**config.mk**
```make
export PLATFORM = sky130hd
export DESIGN_NAME = seq_detector_cfg
export DESIGN_NICKNAME = d
export VERILOG_FILES = /design/src/rtl/seq_detector_cfg.sv
export SDC_FILE = /design/constraint.sdc
export NUM_CORES = 1
export LEC_CHECK = 0
export CORE_MARGIN = 5
export CORE_UTILIZATION = 50
export CTS_CLUSTER_SIZE = 20
export DETAILED_ROUTE_END_ITERATION = 7
export PLACE_DENSITY = 0.76
export SLEW_MARGIN = 10
export SYNTH_ARGS = -nofsm -noshare
export SYNTH_HDL_FRONTEND = slang
export SYNTH_SLANG_ARGS = --single-unit
```
**constraint.sdc**
```tcl
create_clock -name clk -period 5.4 [get_ports clk]
set_clock_uncertainty 0.15 [all_clocks]
set_input_delay 0.54 -clock clk [delete_from_list [all_inputs] [get_ports clk]]
set_output_delay 0.54 -clock clk [all_outputs]
set_load 0.005 [all_outputs]
```
**src/rtl/seq_detector_cfg.sv**
```systemverilog
// seq_detector_cfg: run-time programmable serial bit-pattern detector with a saturating match counter.
module seq_detector_cfg #(
    parameter int                 MAX_LEN     = 8,
    parameter int                 COUNT_W     = 8,
    parameter logic [MAX_LEN-1:0] RST_PATTERN = MAX_LEN'(8'b0000_1011),
    parameter int                 RST_LEN     = 4,
    parameter bit                 RST_OVERLAP = 1'b1,
    localparam int                LEN_W       = $clog2(MAX_LEN + 1)
) (
    input  logic               clk,
    input  logic               rst_n,
    input  logic               bit_in,
    input  logic               bit_valid,
    input  logic               cfg_we,
    input  logic [MAX_LEN-1:0] cfg_pattern,
    input  logic [LEN_W-1:0]   cfg_len,
    input  logic               cfg_overlap,
    input  logic               clr_count,
    output logic               match,
    output logic               nmatch,
    output logic               idle,
    output logic               cfg_err,
    output logic [COUNT_W-1:0] match_count
);
    logic [MAX_LEN-1:0] hist_q, hist_d, pattern_q, pattern_d, hist_n, mask;
    logic [LEN_W-1:0]   fill_q, fill_d, len_q, len_d, fill_inc;
    logic [COUNT_W-1:0] count_q, count_d;
    logic               overlap_q, overlap_d, match_q, match_d, cfg_err_q, cfg_err_d;
    logic               cfg_ok, acc, hit;

    always_comb begin
        cfg_ok    = (cfg_len != '0) && (cfg_len <= LEN_W'(MAX_LEN));
        acc       = bit_valid && !cfg_we;
        hist_n    = {hist_q[MAX_LEN-2:0], bit_in};
        fill_inc  = (fill_q == LEN_W'(MAX_LEN)) ? fill_q : fill_q + 1'b1;
        // shifting all-ones by len leaves zeros exactly in the compared low bits
        mask      = ~({MAX_LEN{1'b1}} << len_q);
        hit       = acc && (fill_inc >= len_q) && (((hist_n ^ pattern_q) & mask) == '0);
        pattern_d = pattern_q;
        len_d     = len_q;
        overlap_d = overlap_q;
        hist_d    = hist_q;
        fill_d    = fill_q;
        if (cfg_we && cfg_ok) begin
            pattern_d = cfg_pattern;
            len_d     = cfg_len;
            overlap_d = cfg_overlap;
            hist_d    = '0;
            fill_d    = '0;
        end else if (acc) begin
            hist_d = hist_n;
            fill_d = (hit && !overlap_q) ? '0 : fill_inc;
        end
        match_d   = hit;
        cfg_err_d = cfg_we && !cfg_ok;
        count_d   = clr_count ? '0 : (hit && !(&count_q)) ? count_q + 1'b1 : count_q;
    end

    always_ff @(posedge clk or negedge rst_n) begin
        if (!rst_n) begin
            hist_q    <= '0;
            fill_q    <= '0;
            pattern_q <= RST_PATTERN;
            len_q     <= LEN_W'(RST_LEN);
            overlap_q <= RST_OVERLAP;
            match_q   <= 1'b0;
            cfg_err_q <= 1'b0;
            count_q   <= '0;
        end else begin
            hist_q    <= hist_d;
            fill_q    <= fill_d;
            pattern_q <= pattern_d;
            len_q     <= len_d;
            overlap_q <= overlap_d;
            match_q   <= match_d;
            cfg_err_q <= cfg_err_d;
            count_q   <= count_d;
        end
    end

    assign match       = match_q;
    assign nmatch      = ~match_q;
    assign idle        = (fill_q == '0);
    assign cfg_err     = cfg_err_q;
    assign match_count = count_q;
endmodule

```
# Word level (Yosys, flattened, before mapping)
# Cells that the tools add are included.
[totals]
in_bits = 19
register_bits = 34
[classes]
bitwise = 4
reduce_logical = 18
addsub = 2
shift = 1
mux = 8
order_cmp = 2
eq_ne = 1
[ops]
columns = ["cell", "count"]
rows = [
  ["2-to-1 mux 4 bit", 4],
  ["2-to-1 mux 8 bit", 2],
  ["2-to-1 mux 7 bit", 2],
  ["adder 8 x 1 -> 8 bit, second input constant", 1],
  ["AND 8 bit", 1],
  ["logical AND 1 bit", 8],
  ["zero test 8 bit", 1],
  ["NOT 8 bit", 1],
  ["AND reduction 8 bit", 1],
  ["left shift 8 x 4 -> 8 bit, first input constant", 1],
  ["bitwise XOR 8 bit", 1],
  ["adder 4 x 1 -> 4 bit, second input constant", 1],
  ["equality test 4 bit, second input constant", 1],
  ["greater-or-equal comparator 4 bit", 1],
  ["less-or-equal comparator 4 bit, second input constant", 1],
  ["zero test 1 bit", 4],
  ["zero test 4 bit", 1],
  ["nonzero test 2 bit", 2],
  ["nonzero test 4 bit", 1],
  ["NOT 1 bit", 1],
]

# Longest topological paths before layout
# Gate-level depths: netlist (run 1).
[logic_depth]
ltp_word = 9
mapped_depth = 13

# Worst setup path after synthesis (run 1)
# OpenSTA, ideal clock, no wires.
[synth_timing]
path_kind = "register to register"
start = "register fill_q[0]"
end = "register count_q[1] (netlist: match_count[1])"
path_stages_with_launch = 13
required_ns = 5.130
setup_time_ns = 0.120
t_arrival_ns = 2.305
slack_ns = 2.825
cell_sequence = "dfrtp_1 -> inv_1 -> ha_1 -> nand3b_1 -> xnor2_1 -> ha_1 -> nand2b_1 -> a2111oi_0 -> nor3_2 -> nand3_2 -> buf_6 -> mux2i_1 -> nor2_1"
[synth_via]
elab_chain_len = 7
elab_cells_between_ends = 8
classes_between = "add/sub (1); order compare (1); eq/ne (1); mux (1); reduce/logical (4)"
[synth_lines]
columns = ["element", "line", "rtl"]
rows = [
  ["from (decl)", "26", "logic [LEN_W-1:0] fill_q, fill_d, len_q, len_d, fill_inc;"],
  ["from (signal assigned)", "71", "fill_q <= fill_d;"],
  ["adder 4 x 1 -> 4 bit or equality test 4 bit (tied branches)", "35", "fill_inc = (fill_q == LEN_W'(MAX_LEN)) ? fill_q : fill_q + 1'b1;"],
  ["2-to-1 mux 4 bit (*)", "35", ""],
  ["greater-or-equal comparator 4 bit (*)", "38", "hit = acc && (fill_inc >= len_q) && (((hist_n ^ pattern_q) & mask) == '0);"],
  ["logical AND 1 bit (*) (2 in series)", "38", ""],
  ["logical AND 1 bit (*)", "56", "count_d = clr_count ? '0 : (hit && !(&count_q)) ? count_q + 1'b1 : count_q;"],
  ["nonzero test 2 bit (no line) (*)", "--", ""],
  ["to (signal assigned)", "77", "count_q <= count_d;"],
  ["to (decl)", "27", "logic [COUNT_W-1:0] count_q, count_d;"],
]
# Mark *: on every way between the ends. The rest lies on a longest branch, timed or not.
# A chain may end at the register's enable or synchronous reset.

# Worst setup path after layout (run 1)
[layout_timing]
start = "register fill_q[0]"
end = "register count_q[5] (netlist: match_count[5])"
# The elaborated chain is that of the path after synthesis.

==> impl_results.md, run 1 <==
- Status: finished clean
- Worst vdd ir: 0.000177 V
- First-pass GRT wire length: 6170 um
- Post-route cell area: 2190 um^2
- Site Rows: 21
- Max frequency: 0.334 GHz
- Area contributors post-synth: dfrtp_1, dfstp_2, mux2_1
- Final setup viols: 0
- CP Capture Type: flip-flop
- Ant diodes: 0
- DR vias/cell: 5.44
- Syn Inst Count: 177
- Cell Area, Synth: 1810 um^2
- Compound-cell area share of the yosys netlist: 0.122
- Yosys reg bits: 34
- Initial core utilization: 0.529
- Yosys warns: 0
- Worst Path Arrival: 3.11 ns
- Register-to-Register Path Depth: 11
- Post-Synth Adder-Cell Area: 0.0484
- Total length of routed wires: 3720 um
- Multiplexer share of the synthesized area: 0.0671
- Min-delay src: pattern_q[4]
- Synth Area in XOR/XNOR: 0.0581
- Max_cap viols: 0
- Hold path depth: 1
- Worst reg2reg startpoint: fill_q[0]
- Largest net degree at the start of global routing: 35
- Vias in the first global route: 1365
- Cell with the most instances after synthesis: dfrtp_1
- Reg2reg end: match_count[5]
- Die area: 4920 um^2
- DRC Markers: 0
- Core area: 3420 um^2
- Root Driver: clkbuf_4
- Worst setup SP type: flip-flop
- Grt total ovfl: 0
- P_leak: 0.871 nW
- Worst path max stage delay: 0.55 ns
- Synth async-reset ratio: 1.00
- Post-synth top cells: dfrtp_1, nand2_1, a21oi_1
- Setup_tns: 0 ns
- DP Wirelength: 2840 um
- H-tree depth: 2
- Mapped Avg Cell Area: 10.2 um^2
- WP data required: 5.51 ns
- CTS max path bufs: 2
- Max-slew violations: 0
- Hold slack: 0.379 ns
- Die X-Extent: 70.1 um
- Initial DRC Count: 91
- Reg area: 857 um^2
- I/O pin total: 31
- Share of the synthesized area in the top cell type: 0.401
- PD cells: 271 nW/um^2
- Crit-path slowest cell: or4_1
- Num CTS Buffers: 5
- Top_reg_cell synth: dfrtp_1
- Final Hold Fails: 0
- First-pass DRT Iterations: 4
- Rel. slew slack: 0.419
- Cells along the critical path: inv_1 > ha_1 > nand3b_1 > xnor2_1 > ha_1 > nand2b_1 > a2111oi_0 > nor3_2 > nand3_2 > or4_1 > a21oi_1
- Placed cell areas: 2140 um^2
- Nets: 235
- Clock slew at reported path FFs: 0.10 ns
- Tightest Pin Transition: 0.872 ns
- Clock Latency Late Sink: 0.34 ns
- CTS tree: built
- Post-synth EDFFs: 0
- Layout cell share with drive strength beyond 1: 0.100
- Syn nets: 203
- CP top delay family: simple AND/OR/NAND/NOR gates
- Count of antenna-violating nets left after detailed routing: 0
- Synth Area in Simple Gates: 0.193
- Worst path bufs/invs: 1
- Total global-route track usage: 0.157
- Unrepaired setup endpoints after global routing: false
- Die height: 70.1 um
- Crit share post-route: 0.555
- Most used cell, CP: ha_1
- Vias: 1393
- Worst Hold End: pattern_q[4]
- Crit path kind: flip-flop to flip-flop
- Setup Buffers After CTS: 0
- Clk sinks: 34
- RD Place Congestion: 0.810
- Synth cell types: 42
- Tot Pwr: 0.592 mW
- Initial antenna violation count: 0
- Layout area overhead: 21.0%
- Cts hold-fix bufs: 0
- Setup slack, reg-to-reg: 2.41 ns
- Port bufs: 30
- Post-synthesis sequential area ratio: 0.474
- Tmin final: 2.99 ns
- Wire per inst: 14.5 um
- Yosys top cell by area: dfrtp_1
- Worst Hold Class: flip-flop to flip-flop
- Post-cts resize count: 0
- CP max FO: 14
- Largest family of logic cells by synthesized area: simple AND/OR/NAND/NOR gates
- Fill cells: 307
- Multi-input gate area: 883 um^2
[report_power, final]
group / total, mW / switching [mW] / internal (mW)
logic: 0.147 / 0.0709 / 0.0763
registers: 0.309 / 0.0252 / 0.284
clock network: 0.135 / 0.0856 / 0.0495
total: 0.592 / 0.182 / 0.410
[worst max path at each step]
stage,slack [ns],depth (start not counted),startpoint,to
after floorplan,2.83,12,fill_q[0],match_count[1]
after global placement,2.52,7,cfg_we,match_count[5]
after detailed placement,2.38,7,cfg_we,match_count[5]
after CTS,2.38,11,fill_q[0],match_count[5]
after global routing,2.23,11,fill_q[0],match_count[5]
final,2.41,11,fill_q[0],match_count[5]
[flip-flops by register name, summed over array words and instances, names as in the netlist]
| register | count |
|---|---|
| len_q | 4 |
| pattern_q | 8 |
| overlap_q | 1 |
| cfg_err | 1 |
| fill_q | 4 |
| match_count | 8 |
| match | 1 |
| hist_q | 7 |
[layout make-up]
class | count | area share
clock buffer | 6 | 0.0189
clock inverter | 2 | 0.00458
inverter | 8 | 0.0137
multi-input combinational | 129 | 0.404
sequential | 34 | 0.392
tap | 46 | 0.0263
timing repair buffer | 31 | 0.141
[routing by layer]
metal / global-route usage / vias up / wire [um]
met3: 0.0459 / 7 / 140
met5: 0 / - / 0
met4: 0.0574 / 0 / 55
met1: 0.188 / 675 / 1650
met2: 0.265 / 28 / 1880
li1: - / 683 / -
[stage by stage]
stage	instances	worst slack, ns	utilization
after global placement	248	2.52	0.625
after global routing	256	2.23	0.640
after floorplan	177	2.83	-
after detailed placement	248	2.38	0.625
after CTS	256	2.38	0.640
final	256	2.41	0.640
[placed cells by master, fill, tap and decap left out, types with 2 or more instances in the layout]
master           instances
a21oi_1                 19
nand2b_1                 3
clkdlybuf4s50_1         30
mux2i_1                  2
ha_1                     7
nor2_1                   8
nor3_4                   2
nor3_2                   2
or3_1                    5
a32o_1                   3
mux2_1                   9
nand3_1                  4
xnor2_1                 11
clkinv_2                 2
nand2_1                 24
clkbuf_4                 5
inv_1                    8
o21ai_1                  9
dfstp_2                  5
dfrtp_1                 29
[cell families after synthesis]
family	after synthesis
and+or+nand+nor	61
AOI/OAI and AO/OA	38
DFF	34
buffers and inverters	14
xor gates and xnor gates	12
muxes	11
adders and majority gates	7
(Power assumes the default switching activity.)
==> inputs of run 2 (changes only) <==
Settings changed: CORE_UTILIZATION 50 to 47, PLACE_DENSITY 0.76 to 0.75.
Clock period 5.4 ns to 2.5 ns, I/O delays scaled along.
==> run 2 against run 1 <==
Compared with the run above: the run now ends with setup timing left; combinational power rose to 3.0 times the previous value; sequential power up 110%; worst hold slack worse by 0.16 ns; highest routed layer unchanged; first-iteration DRC count up 59%.
==> impl_results.md, run 2 (synthesis results as in run 1) <==
- Wire per inst: 14.8 um (+1.8%)
- Fin util: 0.650 (+0.00964)
- DRC Markers: 0 (unchanged)
- Worst reg2reg startpoint: fill_q[1]
- Port bufs: 30 (unchanged)
- Clock slew at reported path FFs: 0.07 ns (-0.03 ns)
- Worst Hold Class: input pin to async pin
- Die X-Extent: 72.0 um (+2.7%)
- Rel. slew slack: 0.719 (+0.301)
- Non-filler cells, final: 271 (+5.9%)
- Root Driver: clkbuf_8
- Vias in the first global route: 1536 (+13%)
- Worst path max stage delay: 0.38 ns (-0.17 ns)
- P_leak: 0.978 nW (+12%)
- Max-slew violations: 0 (unchanged)
- Setup slack, reg-to-reg: -0.13 ns (-2.54 ns)
- First-pass DRT Iterations: 4 (unchanged)
- Worst Path Arrival: 2.68 ns (-0.43 ns)
- Crit-path slowest cell: dfrtp_1
- Clock Latency Late Sink: 0.28 ns (-0.06 ns)
- Commonest non-fill, non-tap cell in the layout: clkdlybuf4s50_1
- Die area: 5190 um^2 (+5.5%)
- Dpl ws: -0.206 ns (-2.59 ns)
- Worst setup SP type: flip-flop
- Total global-route track usage: 0.176 (+0.0191)
- Tmin final: 2.63 ns (-0.365 ns)
- Worst vdd ir: 0.000377 V (+110%)
- Total length of routed wires: 4010 um (+7.7%)
- Most used cell, CP: ha_2
- CTS max path bufs: 2 (unchanged)
- Layout cell share with drive strength beyond 1: 0.193 (+0.0928)
- Core area: 3690 um^2 (+8.0%)
- Crit share post-route: 1.05 (+0.497)
- Initial core utilization: 0.490 (-0.0391)
- Register-to-Register Path Depth: 12 (+1)
- Die height: 72.0 um (+2.7%)
- Most frequent cells in the layout: clkdlybuf4s50_1, dfrtp_1, nand2_1, a21oi_1, buf_4
- Tightest Pin Transition: 0.421 ns (-0.451 ns)
- Cells along the critical path: buf_4 > ha_2 > nand2_1 > mux2i_2 > ha_2 > o21a_1 > nor2_1 > nor3_2 > nand3_2 > buf_6 > or3_1 > a21oi_1
- I/O pin total: 31 (unchanged)
- CTS tree: built
- Unrepaired setup endpoints after global routing: true
- Final setup viols: 10 (+10)
- CP max FO: 7 (-7)
- Layout area overhead: 32.6%
- DR vias/cell: 5.37 (-1.3%)
- RD Place Congestion: 0.889 (+9.8%)
- Grt total ovfl: 0 (unchanged)
- Nets: 248 (+5.5%)
- Final Hold Fails: 0 (unchanged)
- DP Wirelength: 2910 um (+2.5%)
- WP data required: 2.55 ns (-2.96 ns)
- Vias: 1455 (+4.5%)
- Count of antenna-violating nets left after detailed routing: 0 (unchanged)
- Cts hold-fix bufs: 0 (unchanged)
- Reg2reg end: match_count[2]
- Initial DRC Count: 145 (+59%)
- Initial antenna violation count: 0 (unchanged)
- H-tree depth: 2 (unchanged)
- CP Capture Type: flip-flop
- Post-Place Cells: 259 (+4.4%)
- Status: complete, but fails checks
- Failing checks: setup timing
- Final setup margin: -0.130 ns (-2.54 ns)
- First-pass GRT wire length: 7040 um (+14%)
- Num CTS Buffers: 5 (unchanged)
- Max_cap viols: 0 (unchanged)
- Largest net degree at the start of global routing: 35 (unchanged)
- Clk sinks: 34 (unchanged)
- PD cells: 632 nW/um^2 (+130%)
- Site Rows: 22 (+4.8%)
- Crit path kind: flip-flop to flip-flop
- Ant diodes: 0 (unchanged)
- Max frequency: 0.380 GHz (+14%)
run 2: changes by cell type in the layout (fill, tap and decap cells not counted), sizes merged:
cell	before	now
buf	1	14
clkbuf	6	7
clkinv	2	1
run 2: cell type report:
class,count,area [um^2]
clock buffers,7,86.3
clock inverters,1,5.00
fillers,297,1290
inverters,8,30.0
multi-input cells,129,937
flip-flops and latches,34,857
well taps,48,60.1
repair buffers,44,422
run 2: power breakdown:
| part | internal, mW | switching [mW] |
|---|---|---|
| clock network | 0.222 | 0.189 |
| registers | 0.615 | 0.0466 |
| logic | 0.243 | 0.199 |
run 2: layer usage:
layer,global-route usage,vias to the layer above,share of wire
li1,-,713,-
met1,0.212,690,0.40
met2,0.299,43,0.52
met3,0.0485,9,0.049
met4,0.0668,0,0.023
met5,0,-,0
run 2: worst max-delay path: cells and delay by family (launching register included):
| kind | cells | cell delay, ns |
|---|---|---|
| adders and majority gates | 2 | 0.50 |
| and+or+nand+nor | 5 | 0.84 |
| AOI/OAI and AO/OA | 2 | 0.25 |
| buffers and inverters | 2 | 0.33 |
| muxes | 1 | 0.10 |
| DFF | 1 | 0.38 |
run 2: worst max-delay path by stage:
stage / from / endpoint / depth (start not counted)
global placement: fill_q[0] / match_count[1] / 12
floorplan: fill_q[0] / match_count[4] / 12
finish: fill_q[1] / match_count[2] / 12
detailed placement: fill_q[0] / match_count[2] / 13
global route: fill_q[1] / match_count[2] / 12
CTS: fill_q[1] / match_count[2] / 12
run 2: metrics by stage:
stage / setup TNS (ns) / power (mW) / hold slack [ns] / instance area, um^2
floorplan: 0 / 0.894 / -0.196 / 1810
global placement: -0.278 / 1.02 / 0.348 / 2220
detailed placement: -1.03 / 1.04 / 0.355 / 2220
CTS: -0.684 / 1.53 / 0.228 / 2390
global route: -2.63 / 1.61 / 0.238 / 2400
finish: -0.600 / 1.51 / 0.216 / 2400
run 2: repair_timing:
item                       in CTS  in global routing
resized for setup               8                  3
setup endpoints to repair       8                 13
hold endpoints to repair        0                  0
pin swaps                      11                  6
setup buffers                   4                  1
==> edit: new RTL, settings of run 2 <==
Register the outputs `nmatch` and `idle`; this adds one clock of latency there. The other outputs are not delayed to match.
--- a/src/rtl/seq_detector_cfg.sv
+++ b/src/rtl/seq_detector_cfg.sv
@@ -80,6 +80,8 @@
 
     assign match       = match_q;
-    assign nmatch      = ~match_q;
-    assign idle        = (fill_q == '0);
+    always_ff @(posedge clk) begin
+        nmatch <= ~match_q;
+        idle   <= (fill_q == '0);
+    end
     assign cfg_err     = cfg_err_q;
     assign match_count = count_q;
Behaviour: not the same (Yosys sat finds a counterexample within 4 cycles, from zero or initial values and one cycle with rst_n low).
==> edit against run 2 <==
  * The run still ends with setup timing left
  * Sequential cell count rose by 2
  * Largest cell class unchanged
  * Setup slack got worse by 0.066 ns
  * Power rose by 4.7%
  * Utilization rose by 1.9 points
  * Design area rose by 4.5%
  * Global-route usage rose by 0.13 points
  * Synthesized area rose by 2.2%
  * Count of clock-buffer cells in the layout did not move
  * Wire length rose by 2.5%
==> edit: results <==
metrics = {
    "hold_path": {
        "hold_class": "in2async",
    },
    "sta": {
        "setup_viol_count_final": 12,
        "fin_worst_hold_slack_ns": 0.209,
        "relSlewSlack": 0.716,
        "setup_ws_ns": -0.195,
        "final.setup.tns_ns": -1.56,
    },
    "setup_path": {
        "critical-path-max-stage-delay_ns": 0.40,
        "cp_data_arrival_time_ns": 2.76,
        "critical_path.reg2reg.startpoint": "fill_q[1]",
        "timing.critical_path.max_delay_family": "simple AND/OR/NAND/NOR gates",
        "endpoint": "match_count[2]",
        "critical-path-slowest-cell": "dfrtp_1",
        "timing.setup.critical_path_class": "reg2reg",
        "cp_max_fo": 5,
    },
    "layout": {
        "fraction_of_layout_instances_using_a_drive_strength_above_1": 0.241,
        "final_net_count": 253,
        "fillers": 291,
        "antenna_cells": 0,
    },
    "pwr": {
        "worst_case_vdd_ir_drop_uv": 463,
        "p_sw_frac": 0.286,
        "clock_power_mw": 0.428,
        "cellPowerDensity_nw_per_um2": 633,
        "seq-power_mw": 0.704,
        "static-leakage-power_nw": 1.01,
    },
    "yosys": {
        "synth_fp_nets": 205,
        "synth.avg_cell_area_um2": 10.3,
        "ys_types": 43,
        "synth.top_cells.by_area": "dfrtp_1, dfstp_2, mux2_1",
        "asyncSetResetFlopFracSynth": 0.944,
        "synth.yosys.seq_area_share": 0.485,
        "synth_warnings": 0,
        "post_synth_most_frequent_cells": "dfrtp_1, nand2_1, a21oi_1",
    },
    "clock_network": {
        "ctsResizeCount": 5,
        "tritoncts.num_buffers": 5,
        "htree_num_levels": 2,
        "ctsRootBufferMaster": "clkbuf_8",
        "cts-hold-fix-buffers": 0,
        "clkLatencyLatePin_ns": 0.29,
        "postCtsSetupBuffers": 2,
        "worst_setup_hold_path_clk_slew_ns": 0.07,
        "cts-root-to-sink-buffers": 2,
    },
    "placed_design": {
        "worst_slack_placed_ns": -0.218,
        "placement.io_buffers": 30,
        "dp_hpwl_um": 2960,
        "place_area_um2": 2270,
        "routabilityCongestion": 0.880,
        "placed_cells_incl_taps": 262,
    },
    "detailed_routing": {
        "route.vias.total": 1486,
        "post_drt_wl_per_cell_um": 14.9,
        "vias_per_cell": 5.38,
        "detailedRoute.firstIterationViolations": 96,
        "drtPass1Iterations": 4,
    },
    "grt": {
        "grt_start_max_net_pins": 35,
        "globalRouteTotalUtil": 0.177,
        "grt_pass1_wl_um": 7190,
        "number_of_antenna_violations_at_the_first_check_in_global_routing": 0,
    },
    "run_status": {
        "result_of_the_run": "complete, but fails checks",
        "violations": "setup timing",
    },
}
edit: changes by cell type after synthesis, sizes merged:
cell,run 2,this run
dfxtp,0,2
edit: cells by family after synthesis:
family	count (synthesis)	synth area share
AND/OR/NAND/NOR	61	0.189
flip-flops	36	0.485
AO/OA/AOI/OAI	38	0.119
buffers and inverters	14	0.0366
multiplexers	11	0.0657
XOR/XNOR	12	0.0569
adder cells (fa/ha/maj)	7	0.0474
edit: area by class of cell:
cell class                      count  area (um^2)  share of cell area
Timing Repair Buffer               47          448               0.179
Clock inverter                      1         7.51             0.00300
Multi-Input combinational cell    129          976               0.390
Inverter                            8         30.0              0.0120
Clock buffer                        7         86.3              0.0345
Tap cell                           48         60.1              0.0240
Sequential cell                    36          897               0.358
edit: per-layer routing:
metal,share of wire,GRT usage
met1,0.42,0.217
met2,0.51,0.289
met3,0.051,0.0592
met4,0.025,0.0676
met5,0,0
